--- src/rtl/pc_pkg.sv ---
// Shared types and constants for the program counter slice.
package pc_pkg;

  localparam int unsigned PC_W = 16;
  localparam int unsigned IN_W = 8;
  localparam logic [PC_W-1:0] RESET_VEC = 16'h0000;

  typedef logic [PC_W-1:0] pc_t;
  typedef logic [IN_W-1:0] pc_in_t;

  typedef enum logic [1:0] {
    PC_HOLD,
    PC_INC,
    PC_LOAD
  } pc_op_e;

endpackage

--- src/rtl/program_counter_if.sv ---
// Control/data bundle between the control unit (master) and the program counter (slave).
// PC_WRAP_FLAG_EN adds the registered wrap pulse.
interface program_counter_if;
  import pc_pkg::*;

  pc_in_t PC_in;
  logic   LD;
  logic   Inc;
  pc_t    PC_out;
`ifdef PC_WRAP_FLAG_EN
  logic   wrap;

  modport master (output PC_in, output LD, output Inc, input PC_out, input wrap);
  modport slave  (input PC_in, input LD, input Inc, output PC_out, output wrap);
`else
  modport master (output PC_in, output LD, output Inc, input PC_out);
  modport slave  (input PC_in, input LD, input Inc, output PC_out);
`endif

endinterface

--- src/rtl/pc_next_sel.sv ---
// Combinational next-PC mux: hold, increment by STEP, or zero-extended load.
// PC_WRAP_FLAG_EN adds the wrap_o condition output.
module pc_next_sel
  import pc_pkg::*;
#(
  parameter int unsigned STEP = 1
) (
  input  pc_op_e op_i,
  input  pc_t    pc_i,
  input  pc_in_t pc_in_i,
`ifdef PC_WRAP_FLAG_EN
  output logic   wrap_o,
`endif
  output pc_t    pc_next_o
);

  pc_t pc_inc;

  always_comb begin
    pc_inc = pc_i + pc_t'(STEP);
    unique case (op_i)
      PC_LOAD: pc_next_o = {{(PC_W - IN_W){1'b0}}, pc_in_i};
      PC_INC:  pc_next_o = pc_inc;
      default: pc_next_o = pc_i;
    endcase
  end

`ifdef PC_WRAP_FLAG_EN
  // Only an increment out of all-ones counts; loads can never raise it.
  always_comb begin
    wrap_o = (op_i == PC_INC) && (pc_i == '1) && (pc_inc == '0);
  end
`endif

endmodule

--- src/rtl/program_counter.sv ---
// 16-bit program counter: op decode (LD > Inc > hold) and the async-reset state register.
// Optional PC_WRAP_FLAG_EN adds a one-cycle registered wrap pulse on bus.wrap.
module program_counter #(
  parameter pc_pkg::pc_t RESET_VEC = pc_pkg::RESET_VEC,
  parameter int unsigned STEP      = 1
) (
  input logic              clk,
  input logic              rst,
  program_counter_if.slave bus
);
  import pc_pkg::*;

  pc_op_e op;
  pc_t    pc_d, pc_q;

  always_comb begin
    if (bus.LD) begin
      op = PC_LOAD;
    end else if (bus.Inc) begin
      op = PC_INC;
    end else begin
      op = PC_HOLD;
    end
  end

`ifdef PC_WRAP_FLAG_EN
  logic wrap_d, wrap_q;
`endif

  pc_next_sel #(
    .STEP (STEP)
  ) u_next_sel (
    .op_i      (op),
    .pc_i      (pc_q),
    .pc_in_i   (bus.PC_in),
`ifdef PC_WRAP_FLAG_EN
    .wrap_o    (wrap_d),
`endif
    .pc_next_o (pc_d)
  );

  always_ff @(posedge clk or posedge rst) begin
    if (rst) begin
      pc_q <= RESET_VEC;
    end else begin
      pc_q <= pc_d;
    end
  end

  assign bus.PC_out = pc_q;

`ifdef PC_WRAP_FLAG_EN
  always_ff @(posedge clk or posedge rst) begin
    if (rst) begin
      wrap_q <= 1'b0;
    end else begin
      wrap_q <= wrap_d;
    end
  end

  assign bus.wrap = wrap_q;
`endif

endmodule

--- src/flat_wrapper.sv ---
// flat-port wrapper written by rule: the top's interface ports become plain ports
module program_counter_flat import pc_pkg::*;
#(
  parameter pc_pkg::pc_t RESET_VEC = pc_pkg::RESET_VEC,
  parameter int unsigned STEP      = 1
)
  (clk, rst, bus_PC_in, bus_LD, bus_Inc, bus_PC_out);
  program_counter_if bus_i ();
  input logic clk;
  input logic rst;
  input wire logic [$bits(bus_i.PC_in)-1:0] bus_PC_in;
  input wire logic [$bits(bus_i.LD)-1:0] bus_LD;
  input wire logic [$bits(bus_i.Inc)-1:0] bus_Inc;
  output wire logic [$bits(bus_i.PC_out)-1:0] bus_PC_out;
  assign bus_i.PC_in = bus_PC_in;
  assign bus_i.LD = bus_LD;
  assign bus_i.Inc = bus_Inc;
  assign bus_PC_out = bus_i.PC_out;
  program_counter #(.RESET_VEC(RESET_VEC), .STEP(STEP)) u_core (.clk(clk), .rst(rst), .bus(bus_i));
endmodule
--- config.mk ---
export PLATFORM = sky130hd
export DESIGN_NAME = program_counter_flat
export DESIGN_NICKNAME = d
export VERILOG_FILES = /design/src/rtl/pc_pkg.sv /design/src/rtl/program_counter_if.sv /design/src/rtl/pc_next_sel.sv /design/src/rtl/program_counter.sv /design/src/flat_wrapper.sv
export SDC_FILE = /design/constraint.sdc
export NUM_CORES = 1
export LEC_CHECK = 0
export CAP_MARGIN = 15
export CORE_UTILIZATION = 50
export DETAILED_ROUTE_END_ITERATION = 12
export DONT_BUFFER_PORTS = 1
export MAX_ROUTING_LAYER = met4
export SLEW_MARGIN = 20
export SYNTH_ARGS = -nofsm -noshare
export SYNTH_HDL_FRONTEND = slang
export SYNTH_SLANG_ARGS = --single-unit
export TNS_END_PERCENT = 30
--- constraint.sdc ---
create_clock -name clk -period 1.7 [get_ports clk]
set_input_delay 0.34 -clock clk [delete_from_list [all_inputs] [get_ports clk]]
set_output_delay 0.34 -clock clk [all_outputs]
set_load 0.02 [all_outputs]
# ---- Word level (Yosys, flattened, before mapping)
# Index checks and enable logic that the tools add are counted.
dict set report word_totals {
  reg_bits 16
  in_bits 12
  output_inout_bits 16
  wordCells 8
}
dict set report op_classes {
  addsub 1
  n_eq_ne 2
  n_mux 3
  reduce_logical 1
}
# operator count
set ops {}
lappend ops {{$pmux 16 s2} 1}
lappend ops {{$add 16x1->16 const B} 1}
lappend ops {{$eq 2x1->1 const B} 1}
lappend ops {{$eq 2x2->1 const B} 1}
lappend ops {{$mux 2} 1}
lappend ops {{$reduce_bool 2->1} 1}
lappend ops {{$mux 1} 1}

# ---- Depth between registers and ports, before layout
dict set report logic_depth {
  word_depth 4
  depth_mapped 4
  depth_no_buf 4
}

# ---- Modules after synthesis
# Synthesis repeated with hierarchy kept, for this count alone.
dict set report unflattened {
  hier_cells 104
  area_unflattened_um2 958.4
}
# mod n_inst cells_per_inst area_each_um2
set by_module_without_submodules {}
lappend by_module_without_submodules {pc_next_sel 1 86 540.5}
lappend by_module_without_submodules {program_counter 1 18 417.9}

# ---- Worst setup path before layout
# No wires, ideal clock.
dict set report synth_timing {
  path_type {flip-flop to flip-flop}
  startpoint {register u_core.pc_q[0] (netlist: u_core.bus.PC_out[0])}
  endpoint {register u_core.pc_q[12] (netlist: u_core.bus.PC_out[12])}
  setup_time_ps 125
  arrival_time_ps 1529
  required_time_ps 1575
  slack_ps 46
  path_stages_with_launch 5
  synth_period_minus_slack_ps 1654
  path_cell_list {dfrtp_1 -> ha_1 -> nand3_1 -> nor4_1 -> mux2_2}
}
dict set report synth_via {
  elab_chain_len 2
}
# element line_no
set synth_lines {}
lappend synth_lines {{start, declared} program_counter.sv:14} ;# pc_t pc_d, pc_q;
lappend synth_lines {{start signal, assigned} program_counter.sv:46} ;# pc_q <= pc_d;
lappend synth_lines {{$add 16x1->16} pc_next_sel.sv:20} ;# pc_inc = pc_i + pc_t'(STEP);
lappend synth_lines {{$pmux 16 s2} pc_next_sel.sv:21} ;# unique case (op_i)
# No other way between the ends.
# A chain may end at the register's enable or synchronous reset.

# ---- Final worst setup path
dict set report layout_timing {
  startpoint {register u_core.pc_q[8] (netlist: u_core.bus.PC_out[8])}
  endpoint {register u_core.pc_q[13] (netlist: u_core.bus.PC_out[13])}
}
# The elaborated chain is that of the path after synthesis.

==> flow_summary_export.csv <==
group,metric,value,unit
die,rows,14,
die,design.core.area,1594,um2
synth,ys_seq_elements,16,
finish,fillers,138,
critical_path,endpoint,"u_core.bus.PC_out[13]",
critical_path,reg2reg_depth,3,
critical_path,startpoint_type,"flip-flop",
finish,finalNetCount,121,
sta,rsz0062_at_grt,"yes",
grt,grt_max_degree,32,
clock_tree,cts_sinks,16,
grt,grt_pass1_wl,3056,um
synth,synth_cells,96,
finish,drive_gt1_frac,0.2170,
power_and_ir_drop,power_switching,214.5,uW
sta,hold_ws,0.005298,ns
place,dp.cells,127,
clock_tree,cts_buffers,3,
synth,ys_warn_count,0,
drt,firstDrtPassIters,4,
drt,vias_per_cell,5.985,
finish,final_cells,130,
job,maxCapViolCount,0,
sta,max_freq,604.4,MHz
sta,setup_viol,0,
clock_tree,cts_setup_buffers,0,
die,dieArea,1978,um2
sta,fin_skew,0.005445,ns
grt,grt-ovfl-total,0,
sta,min_period,1.655,ns
sta,fin_crit_sh,0.9733,
grt,antenna_found_initial,0,
power_and_ir_drop,p_comb_frac,0.184,
grt,grt_pass1_vias,709,
clock_tree,cts_resized,0,
place,dp_hpwl,1359,um
clock_tree,cts_root_buf,"clkbuf_4",
die,ioPinCount,28,
synth,syn_avg_cell_area,9.397,um2
synth,syn_nets,109,
die,start_util,0.5659,
place,gp_congestion,0.7360,
drt,drc,0,
clock_tree,path_clk_slew,0.08,ns
clock_tree,cts_hold_buf,0,
power_and_ir_drop,p_leak,0.0004265,uW
drt,routedWlPerCell,14.10,um
place,port_buffers,0,
sta,final_max_slew_viol_count,0,
critical_path,reg2reg_slack,0.05,ns
power_and_ir_drop,seqPwrFrac,0.563,
finish,largest_reg_flops,16,
finish,antennaDiodeCount,0,
drt,drt-initial-drc-count,7,
clock_tree,tritoncts,"built",
die,die_y,44.48,um
critical_path,worstSetupEndpointType,"flip-flop",
drt,ant_nets,0,
critical_path,r2r_end,"u_core.bus.PC_out[13]",
power_and_ir_drop,p_sw_frac,0.2852,
finish,seq_area,400.4,um2
grt,gr-usage-all-layers,0.2260,
sta,hold_violations,0,
synth,synth_seq_area_share,0.4438,
synth,mappedNetlistArea,902.1,um2
drt,drt-total-wl,1833,um
critical_path,arrival,1.83,ns
critical_path,cp.required,1.87,ns
critical_path,crit_fanout,8,
critical_path,cp-startpoint,"u_core.bus.PC_out[8]",
die,fp.dieW,44.48,um
critical_path,critPathKind,"flip-flop to flip-flop",
clock_tree,cts.htree.levels,1,
power_and_ir_drop,clkPwrFrac,0.254,
critical_path,reg2reg_from,"u_core.bus.PC_out[8]",
sta,worst_pin_slew,0.6098,ns
drt,via_count,778,
power_and_ir_drop,ir_worst_vdd,474.5,uV
power_and_ir_drop,intPower,537.7,uW
worst_hold_path,min_path_type,"input pin to async pin",
sta,relSlewSlack,0.5930,
clock_tree,cts_buffer_depth,2,
finish,postLayoutCoreUtil,0.6429,
clock_tree,clk_latency,0.28,ns
synth,ys_types,22,
power_and_ir_drop,p_per_area,734.1,nW/um2
finish,multiInputGateArea,485.5,um2
sta,setup-tns-final,0,ns
finish,area_delta_synth_final,13.59,%
run_status,run_status,"finished, final reports clean",
area by class of cell:
cell class / count / area share
repair buffers: 11 / 0.08059
inverters: 1 / 0.003663
multi-input cells: 75 / 0.4738
well taps: 24 / 0.02930
clock buffers: 3 / 0.02198
flip-flops and latches: 16 / 0.3907
critical path, cell delays in order, from the launching register on:
cell and delay (ns):
dfrtp_1 0.49, nand4_2 0.25, nor4_1 0.42, mux2_2 0.38
cells by family after synthesis:
| group | count (synthesis) | synth area share |
|---|---|---|
| fa+ha+maj | 1 | 0.01387 |
| buf+inv | 5 | 0.02496 |
| mux | 5 | 0.06102 |
| flops | 16 | 0.4438 |
| simple gates | 49 | 0.3176 |
| xor+xnor | 4 | 0.03884 |
| compound gates | 16 | 0.09987 |
worst min-delay path by stage:
stage,startpoint,endpoint,slack [ns],cells past startpoint
5_1_grt,rst,u_core.bus.PC_out[10],0.06,1
4_1_cts,rst,u_core.bus.PC_out[10],0.02,1
3_5_place_dp,rst,u_core.bus.PC_out[4],0.34,1
3_3_place_gp,rst,u_core.bus.PC_out[4],0.34,1
2_1_floorplan,rst,u_core.bus.PC_out[0],0.25,1
6_report,rst,u_core.bus.PC_out[6],0.005,1
metrics by stage:
stage | power [uW] | area, um2 | setup WS [ns]
final | 752.2 | 1025 | 0.04538
after global routing | 794.1 | 1025 | -0.008206
after CTS | 761.9 | 1018 | 0.05643
after detailed placement | 570.9 | 996.0 | 0.07777
after global placement | 567.6 | 996.0 | 0.1030
after floorplan | 529.5 | 902.1 | 0.04590
layer usage:
metal	track usage	up-vias	wire length (um)
met1	0.2558	375	816
met2	0.3471	23	880
li1	-	376	-
met3	0.1020	4	109
met5	-	-	0
met4	0.09091	0	27
synthesized netlist by cell type:
master | instances | share of area
a21oi_1 | 4 | 0.022
buf_1 | 1 | 0.0042
buf_4 | 1 | 0.0083
clkbuf_1 | 2 | 0.0083
dfrtp_1 | 16 | 0.44
ha_1 | 1 | 0.014
inv_1 | 1 | 0.0042
mux2_2 | 4 | 0.050
mux2i_1 | 1 | 0.011
nand2_1 | 14 | 0.058
nand3_1 | 5 | 0.028
nand3_2 | 1 | 0.011
nand4_1 | 4 | 0.028
nand4_2 | 3 | 0.042
nor2_1 | 4 | 0.017
nor2b_1 | 7 | 0.049
nor4_1 | 4 | 0.028
o21ai_0 | 8 | 0.044
o31ai_1 | 4 | 0.033
or4_1 | 7 | 0.058
xnor2_1 | 1 | 0.0097
xor2_1 | 3 | 0.029
cells in the final DEF (no fill, tap or decap):
cell type / Yosys / final
dfrtp_1: 16 / 16
nand2_1: 14 / 14
buf_4: 1 / 11
o21ai_0: 8 / 8
or4_1: 7 / 7
nor2b_1: 7 / 7
nand3_1: 5 / 5
o31ai_1: 4 / 4
a21oi_1: 4 / 4
nand4_1: 4 / 4
nor2_1: 4 / 4
mux2_2: 4 / 4
nand4_2: 3 / 3
nor4_1: 4 / 3
xor2_1: 3 / 3
clkbuf_4: 0 / 3
nand3_2: 1 / 1
xnor2_1: 1 / 1
mux2i_1: 1 / 1
inv_1: 1 / 1
nor4_2: 0 / 1
ha_1: 1 / 1
power groups by stage:
stage | Clock [uW] | Combinational (uW) | Sequential [uW]
2_1_floorplan | 0 | 64.6 | 465
3_3_place_gp | 0 | 138 | 430
3_5_place_dp | 0 | 140 | 430
4_1_cts | 198 | 141 | 423
5_1_grt | 214 | 154 | 426
6_report | 191 | 138 | 423
No activity file was read; power rests on OpenSTA's default activity.
